$ cat config.mk
export PLATFORM = sky130hd
export DESIGN_NAME = fetch_queue
export DESIGN_NICKNAME = d
export VERILOG_FILES = /design/src/rtl/fetch_queue.sv
export SDC_FILE = /design/constraint.sdc
export NUM_CORES = 1
export LEC_CHECK = 0
export BUFFER_PORTS_ARGS = -buffer_cell sky130_fd_sc_hd__buf_2
export CORE_MARGIN = 8
export CORE_UTILIZATION = 30
export CTS_CLUSTER_DIAMETER = 60
export DETAILED_ROUTE_END_ITERATION = 6
export PLACE_DENSITY_LB_ADDON = 0.1
export SETUP_SLACK_MARGIN = 0.3
export SLEW_MARGIN = 20
export SYNTH_ARGS = -nofsm -noshare
export SYNTH_HDL_FRONTEND = slang
export SYNTH_SLANG_ARGS = --single-unit
export TNS_END_PERCENT = 1
$ cat constraint.sdc
create_clock -name clk -period 9.05 [get_ports clk]
set_clock_uncertainty 0.15 [all_clocks]
set_input_delay 1.81 -clock clk [delete_from_list [all_inputs] [get_ports clk]]
set_output_delay 1.81 -clock clk [all_outputs]
set_load 0.01 [all_outputs]
$ cat src/rtl/fetch_queue.sv
// rtl/fetch_queue.sv - instruction prefetch queue with credit-limited fetch and redirect flush
module fetch_queue #(
  parameter int          DEPTH    = 4,
  parameter logic [15:0] RESET_PC = 16'h0000
) (
  input  logic        clk,
  input  logic        reset,
  input  logic        redirect,
  input  logic [15:0] redirect_addr,
  output logic        mem_req,
  output logic [15:0] mem_addr,
  input  logic        mem_gnt,
  input  logic        mem_rvalid,
  input  logic [15:0] mem_rdata,
  output logic        instr_valid,
  output logic [15:0] instruction,
  output logic [15:0] instr_pc,
  input  logic        instr_ready
);

  localparam int PW = (DEPTH > 1) ? $clog2(DEPTH) : 1;
  localparam int CW = PW + 1;
  localparam logic [PW-1:0] PTR_ONE = 1;
  localparam logic [CW-1:0] CNT_ONE = 1;
  localparam logic [CW:0]   DEPTH_V = (CW+1)'(DEPTH);

  typedef enum logic {RUN, FLUSH} fetchState_t;

  fetchState_t   state, stateNext;
  logic [CW-1:0] discard, discardNext;
  logic [CW-1:0] count, outstanding, outNext;
  logic [CW:0]   occupancy;
  logic [PW-1:0] head, tail;
  logic [15:0]   fetchPc, respPc;
  logic [15:0]   dataMem [DEPTH];
  logic [15:0]   pcMem   [DEPTH];
  logic          rspAccept, pop, push, grant;

  assign mem_addr    = fetchPc;
  assign instruction = dataMem[head];
  assign instr_pc    = pcMem[head];

  // Handshakes and credit check; a response with nothing outstanding is a stray and is ignored
  always_comb begin
    rspAccept   = mem_rvalid && (outstanding != '0);
    instr_valid = (count != '0) && !redirect;
    pop         = instr_valid && instr_ready;
    occupancy   = {1'b0, count} + {1'b0, outstanding} - {{CW{1'b0}}, pop};
    mem_req     = !reset && (state == RUN) && !redirect && (occupancy < DEPTH_V);
    grant       = mem_req && mem_gnt;
    push        = rspAccept && (state == RUN) && !redirect;
    outNext     = outstanding + (grant ? CNT_ONE : '0) - (rspAccept ? CNT_ONE : '0);
  end

  // Next state: a redirect with responses still in flight must swallow them before fetching again
  always_comb begin
    stateNext   = state;
    discardNext = discard;
    case (state)
      RUN: begin
        if (redirect && (outNext != '0)) begin
          stateNext   = FLUSH;
          discardNext = outNext;
        end
      end
      FLUSH: begin
        if (rspAccept) begin
          discardNext = discard - CNT_ONE;
          if (discard == CNT_ONE) begin
            stateNext = RUN;
          end
        end
      end
      default: stateNext = RUN;
    endcase
  end

  // State, discard and outstanding-response registers
  always_ff @(posedge clk or posedge reset) begin
    if (reset) begin
      state       <= RUN;
      discard     <= '0;
      outstanding <= '0;
    end else begin
      state       <= stateNext;
      discard     <= discardNext;
      outstanding <= outNext;
    end
  end

  // Fetch and response PCs; both restart at the redirect target
  always_ff @(posedge clk or posedge reset) begin
    if (reset) begin
      fetchPc <= RESET_PC;
      respPc  <= RESET_PC;
    end else if (redirect) begin
      fetchPc <= redirect_addr;
      respPc  <= redirect_addr;
    end else begin
      if (grant) fetchPc <= fetchPc + 16'd1;
      if (push)  respPc  <= respPc + 16'd1;
    end
  end

  // Queue pointers and occupancy; a redirect empties the queue
  always_ff @(posedge clk or posedge reset) begin
    if (reset) begin
      head  <= '0;
      tail  <= '0;
      count <= '0;
    end else if (redirect) begin
      head  <= '0;
      tail  <= '0;
      count <= '0;
    end else begin
      if (push) tail <= tail + PTR_ONE;
      if (pop)  head <= head + PTR_ONE;
      count <= count + (push ? CNT_ONE : '0) - (pop ? CNT_ONE : '0);
    end
  end

  // Queue storage, registered so the head never depends combinationally on mem_rdata
  always_ff @(posedge clk or posedge reset) begin
    if (reset) begin
      for (int i = 0; i < DEPTH; i++) begin
        dataMem[i] <= '0;
        pcMem[i]   <= '0;
      end
    end else if (push) begin
      dataMem[tail] <= mem_rdata;
      pcMem[tail]   <= respPc;
    end
  end

endmodule
==> results.yml, run 1 <==
logic_synthesis:
  syn_area_per_cell_sq_um: 13.4
  synth_area_leaders: "dfrtp_1 53%, mux2_2 17%, mux4_2 8.7%"
  synth_top_area_cell: "dfrtp_1"
  synth_edf_count: 0
  synth_xor_area_frac: 0.0229
  yosys_warnings: 0
  synthFlopType: "dfrtp_1"
  synth-compound-area-share: 0.0540
  synth-async-reset-ratio: 1.00
  synth_top_family_by_area: "multiplexers"
  yosys.area.top_type_share: 0.525
  ys_ff_latch: 174
  synthesis.area_sq_um: 8290
  synthMuxAreaShare: 0.263
  synth_cell_types: 55
  synth_fa_ha_area_frac: 0.0305
  synth_nets: 676
  synthTopCellsByCount: "174 x dfrtp_1, 128 x mux2_2, 37 x nand2_1"
  synth-simple-area-share: 0.0721
  synth_most_common_cell: "dfrtp_1"
  yosysSeqAreaShare: 0.525
  synthCells: 619
drt:
  detail_route.wl_per_cell_um: 19.0
  drt_iter0_markers: 207
  drtPass1Iterations: 4
  vias: 5271
  totalWireLength_um: 20200
  drc: 0
  ant_nets: 0
  met1_length_um: 8860
  via_per_inst: 4.97
  dr_wl_met3_um: 603
  dr_wl_met2_um: 10500
  topRoutingLayerUsed: "met4"
cts:
  cts_buffer_depth: 2
  clock_latency_ns: 0.43
  cts_setup_buffers: 0
  numClockSinks: 174
  path_clk_slew_ns: 0.07
  ctsHoldBuffers: 0
  cts_root_buf: "clkbuf_16"
  htreeDepth: 4
  cts_tree: "done"
  cts_buffers: 17
  ctsResizeCount: 0
power_and_ir_drop:
  total_power_mw: 2.72
  combinationalPowerShare: 0.304
  p_seq_frac: 0.403
  irDropWorstVdd_mv: 0.118
  netSwitchingPower_mw: 0.892
  switching_share: 0.328
  leakage_nw: 4.50
  power.clock.fraction: 0.293
  p_int_mw: 1.83
  p_per_area_nw_per_um2: 280
sta:
  fin_crit_ns: 6.48
  relSlewSlack: 0.368
  fmax_ghz: 0.154
  setup_violations: 0
  rsz0062_at_grt: "false"
  setup_tns_ns: 0
  worst_pin_slew_ns: 0.948
  hold_slack_ns: 0.353
  hold_viol: 0
  maxSlewViolCount: 0
  finalCritPeriodShare: 0.716
outcome:
  status: "finished clean"
grt:
  grt_pass1_vias: 5933
  grt_start_max_net_pins: 102
  grt_usage: 0.127
  gr-total-overflow: 0
  antenna_found_initial: 0
  grt_pass1_wl_um: 33300
setup_path:
  worst-path-max-fanout: 43
  startpoint_type: "input pin"
  cp.required_ns: 9.23
  endpoint_kind: "flop"
  cp.arrival_ns: 6.65
  worstSetupPathType: "input pin to flop"
  rrSetupSlack_ns: 3.89
die:
  coreArea_sq_um: 27500
  dieArea_sq_um: 33200
  start_util: 0.302
  io-pin-count: 88
  rows: 61
  die_x_um: 182
  dieHeight_um: 182
finish:
  final_core_util: 0.355
  diodes: 0
  area_delta_synth_final_pct: 17.5
  drive_gt1_frac: 0.416
  layout.nets: 758
  final_cell_area_sq_um: 9740
placed_design:
  gp_congestion: 0.758
  hpwlAfterDp_um: 13400
  port_buffers: 87
  placed_area_sq_um: 9080
worst_hold_path:
  hold_path_class: "flop to flop"
flow_run:
  max-cap-violations: 0
-- through the flow --
stage,worst slack (ns),std cells
floorplan,2.37,619
global placement,2.20,1028
detailed placement,2.09,1028
CTS,2.52,1060
global route,2.11,1060
finish,2.57,1060
-- worst paths after layout --
kind | from | endpoint | cells after the start
hold reg to reg | pcMem[27] | pcMem[27] | 1
setup reg to reg | count[1] | discard[2] | 17
max in group asynchronous | reset | respPc[8] | 3
min in group asynchronous | reset | mem_addr[2] | 2
setup / recovery | redirect | discard[2] | 18
hold / removal | pcMem[27] | pcMem[27] | 1
-- final cells by class --
cell class,instances,area (sq um)
Fill cell,2700,17700
Sequential cell,174,4360
Multi-Input combinational cell,383,3670
Timing Repair Buffer,96,503
Tap cell,346,433
Clock buffer,17,425
Clock inverter,15,239
Inverter,29,114
-- worst max-delay path, stage by stage --
cell	delay, ns
buf_2	0.09
buf_4	0.25
nor3b_1	0.53
ha_1	0.25
inv_1	0.04
ha_1	0.26
and3b_4	0.20
or4_4	0.52
a21oi_4	0.38
inv_2	0.22
ha_1	0.32
inv_1	0.04
ha_1	0.18
fa_1	0.36
xor3_1	0.39
a211oi_1	0.30
a21oi_1	0.16
a221oi_1	0.34
-- kinds of logic after synthesis --
kind of cell | after synthesis
xor+xnor | 20
flops | 174
mux | 162
buf+inv | 62
compound gates | 67
simple gates | 115
fa+ha+maj | 19
-- sequential cells by signal, indices dropped and copies added, names as in the netlist --
signal,count
head,2
tail,2
state,1
outstanding,3
dataMem,64
mem_addr,16
respPc,16
discard,3
count,3
pcMem,64
-- cell usage in the layout, fill, tap and decap left out, types with 7 or more instances in the layout --
master / netlist / routed
a21oi_1: 8 / 8
buf_2: 20 / 87
buf_4: 0 / 9
clkbuf_16: 0 / 17
clkinv_8: 0 / 7
dfrtp_1: 174 / 173
ha_1: 17 / 17
inv_1: 28 / 27
mux2_2: 128 / 128
mux4_2: 32 / 32
nand2_1: 37 / 37
nand3_1: 16 / 16
nand4_1: 9 / 9
nor2_1: 15 / 15
o21ai_0: 23 / 23
xnor2_1: 11 / 11
xor2_1: 8 / 8
-- layer usage --
metal / track usage / vias to the layer above
met3: 0.0255 / 18
met2: 0.222 / 83
met1: 0.157 / 2745
met5: 0 / -
li1: - / 2425
met4: 0.0364 / 0
-- power groups by stage --
stage	Combinational [mW]	Clock [mW]	Sequential, mW
2_1_floorplan	0.617	0	1.06
3_3_place_gp	0.838	0	1.10
3_5_place_dp	0.855	0	1.11
4_1_cts	0.857	0.831	1.10
5_1_grt	0.924	0.860	1.13
6_report	0.827	0.799	1.10
(Power assumes the default switching activity.)
==> run 2: changes to the inputs <==
--- a/config.mk
+++ b/config.mk
@@ -5,6 +5,7 @@
 export SDC_FILE = /design/constraint.sdc
 export NUM_CORES = 1
 export LEC_CHECK = 0
+export ABC_AREA = 1
 export BUFFER_PORTS_ARGS = -buffer_cell sky130_fd_sc_hd__buf_2
 export CORE_MARGIN = 8
 export CORE_UTILIZATION = 30
==> constraint.sdc (replaced) <==
create_clock -name clk -period 5.7 [get_ports clk]
set_clock_uncertainty 0.15 [all_clocks]
set_input_delay 1.14 -clock clk [delete_from_list [all_inputs] [get_ports clk]]
set_output_delay 1.14 -clock clk [all_outputs]
set_load 0.01 [all_outputs]
==> results.yml, run 2 <==
finish:
  layout.nets: 1247
  final_core_util: 0.355
  diodes: 0
  final_common_cell: "nand2_1"
  final_cell_mix: "288 x nand2_1, 173 x dfrtp_1, 152 x nor2_1"
  biggestRegsByFlops: "dataMem: 64 flops, pcMem: 64 flops"
  final_cell_area_sq_um: 10200
  drive_gt1_frac: 0.132
  regArea_sq_um: 4360
  multi_input_area_sq_um: 3900
  area_delta_synth_final_pct: 16.0
  fill_cells: 3099
logic_synthesis:
  synthesis.area_sq_um: 8820
  synth-simple-area-share: 0.235
  synth_edf_count: 0
  synth_area_leaders: "dfrtp_1 49%, nand2_1 12%, o21ai_0 8.3%"
  synthTopCellsByCount: "289 x nand2_1, 174 x dfrtp_1, 152 x nor2_1"
  syn_area_per_cell_sq_um: 7.79
  yosys_warnings: 0
  synth_top_family_by_area: "simple AND/OR/NAND/NOR gates"
  yosysSeqAreaShare: 0.494
  ys_ff_latch: 174
  synth_top_area_cell: "dfrtp_1"
  synth_most_common_cell: "nand2_1"
  synthCells: 1132
  synthFlopType: "dfrtp_1"
  synth_cell_types: 36
  synth-async-reset-ratio: 1.00
  synth_fa_ha_area_frac: 0.0287
  yosys.area.top_type_share: 0.494
  synth-compound-area-share: 0.162
  synth_xor_area_frac: 0.0119
  synth_nets: 1189
  synthMuxAreaShare: 0
grt:
  antenna_found_initial: 0
  gr-total-overflow: 0
  grt_pass1_wl_um: 42500
  grt_pass1_vias: 7645
  grt_start_max_net_pins: 76
  grt_usage: 0.149
placed_design:
  hpwlAfterDp_um: 16200
  gp_congestion: 0.765
  placed_area_sq_um: 9590
  pre_cts_ws_ns: 1.34
  port_buffers: 87
die:
  io-pin-count: 88
  die_x_um: 187
  start_util: 0.306
  coreArea_sq_um: 28900
  dieHeight_um: 187
  dieArea_sq_um: 35100
  rows: 62
setup_path:
  cpMaxStageDelayCell: "ha_1"
  cp.arrival_ns: 2.74
  crit_family: "simple AND/OR/NAND/NOR gates"
  worstSetupPathType: "input pin to output pin"
  startpoint_type: "input pin"
  worst-path-max-fanout: 4
  critical_path_buf_inv_count: 4
  cp_cell_sequence: "buf_2 > a21oi_1 > nand2_1 > inv_1 > ha_1 > inv_1 > ha_1 > nand3_1 > nand2_1 > nand2_1 > nand2_1 > nor2_1 > and2_1 > buf_2"
  endpoint_kind: "output pin"
  cp_common_cell: "nand2_1"
  cp.required_ns: 4.41
  max_stage_delay_ns: 0.28
drt:
  via_per_inst: 4.73
  drt_iter0_markers: 525
  detail_route.wl_per_cell_um: 16.0
  drc: 0
  vias: 7503
  totalWireLength_um: 25500
  drtPass1Iterations: 5
  ant_nets: 0
cts:
  cts_tree: "done"
  numClockSinks: 174
  ctsResizeCount: 0
  cts_root_buf: "clkbuf_16"
  path_clk_slew_ns: 0.07
  htreeDepth: 4
  cts_setup_buffers: 0
  cts_buffers: 17
  ctsHoldBuffers: 0
  cts_buffer_depth: 2
  clock_latency_ns: 0.43
flow_run:
  max-cap-violations: 0
sta:
  relSlewSlack: 0.363
  fmax_ghz: 0.248
  fin_crit_ns: 4.03
  worst_pin_slew_ns: 0.956
  finalCritPeriodShare: 0.708
  hold_viol: 0
  finalWorstSetupSlack_ns: 1.67
  maxSlewViolCount: 0
  setup_violations: 0
  rsz0062_at_grt: "false"
outcome:
  status: "finished clean"
power_and_ir_drop:
  p_per_area_nw_per_um2: 470
  irDropWorstVdd_mv: 0.260
  leakage_nw: 5.16
worst_hold_path:
  hold_path_class: "flop to flop"
==> run 2: final timing paths <==
kind                                  from        endpoint  slack, ns  depth (start not counted)
worst max-delay path              redirect         mem_req       1.67                         14
worst min-delay path            dataMem[3]      dataMem[3]       0.32                          2
worst max register to register    count[1]      discard[0]       2.12                         23
worst min register to register  dataMem[3]      dataMem[3]       0.32                          2
max in group asynchronous            reset     dataMem[44]       2.44                          5
min in group asynchronous            reset  outstanding[1]       0.76                          3
==> run 2: where the power goes <==
part,leakage [nW],internal (mW),switching (mW)
Sequential,2.23,1.61,0.224
Clock,0.313,0.757,0.544
Combinational,2.62,0.602,1.07
Total,5.16,2.97,1.83
==> run 2: routing by layer <==
layer	track usage	wire, um
met5	0	0
met4	0.0370	238
met3	0.0296	837
met2	0.235	11600
met1	0.205	12800
==> run 2: cells by family (layout without fill, tap and decap cells) <==
kind of cell | after synthesis | after routing
AO/OA/AOI/OAI | 272 | 272
XOR/XNOR | 12 | 12
buffers and inverters | 142 | 213
AND/OR/NAND/NOR | 513 | 513
flip-flops | 174 | 174
adder cells (fa/ha/maj) | 19 | 19
==> run 2: worst min-delay path: cells and delay by family, from the launching register on <==
kind             cells  cell delay [ns]
flip-flops           1             0.34
AO/OA/AOI/OAI        1             0.06
AND/OR/NAND/NOR      1             0.05
==> run 2: stage by stage <==
step | instances | setup TNS [ns] | power (mW) | hold WS, ns
after floorplan | 1132 | -0.155 | 2.97 | 0.291
after global placement | 1555 | 0 | 3.55 | 0.309
after detailed placement | 1555 | 0 | 3.56 | 0.314
after CTS | 1587 | 0 | 4.88 | 0.330
after global routing | 1587 | 0 | 5.22 | 0.355
final | 1587 | 0 | 4.81 | 0.325
==> run 2: final cells by class <==
| type | instances | share of cell area |
|---|---|---|
| Inverter | 77 | 0.0286 |
| Multi-Input combinational cell | 816 | 0.381 |
| Clock inverter | 14 | 0.0198 |
| Tap cell | 384 | 0.0470 |
| Sequential cell | 174 | 0.426 |
| Timing Repair Buffer | 104 | 0.0550 |
| Clock buffer | 18 | 0.0429 |
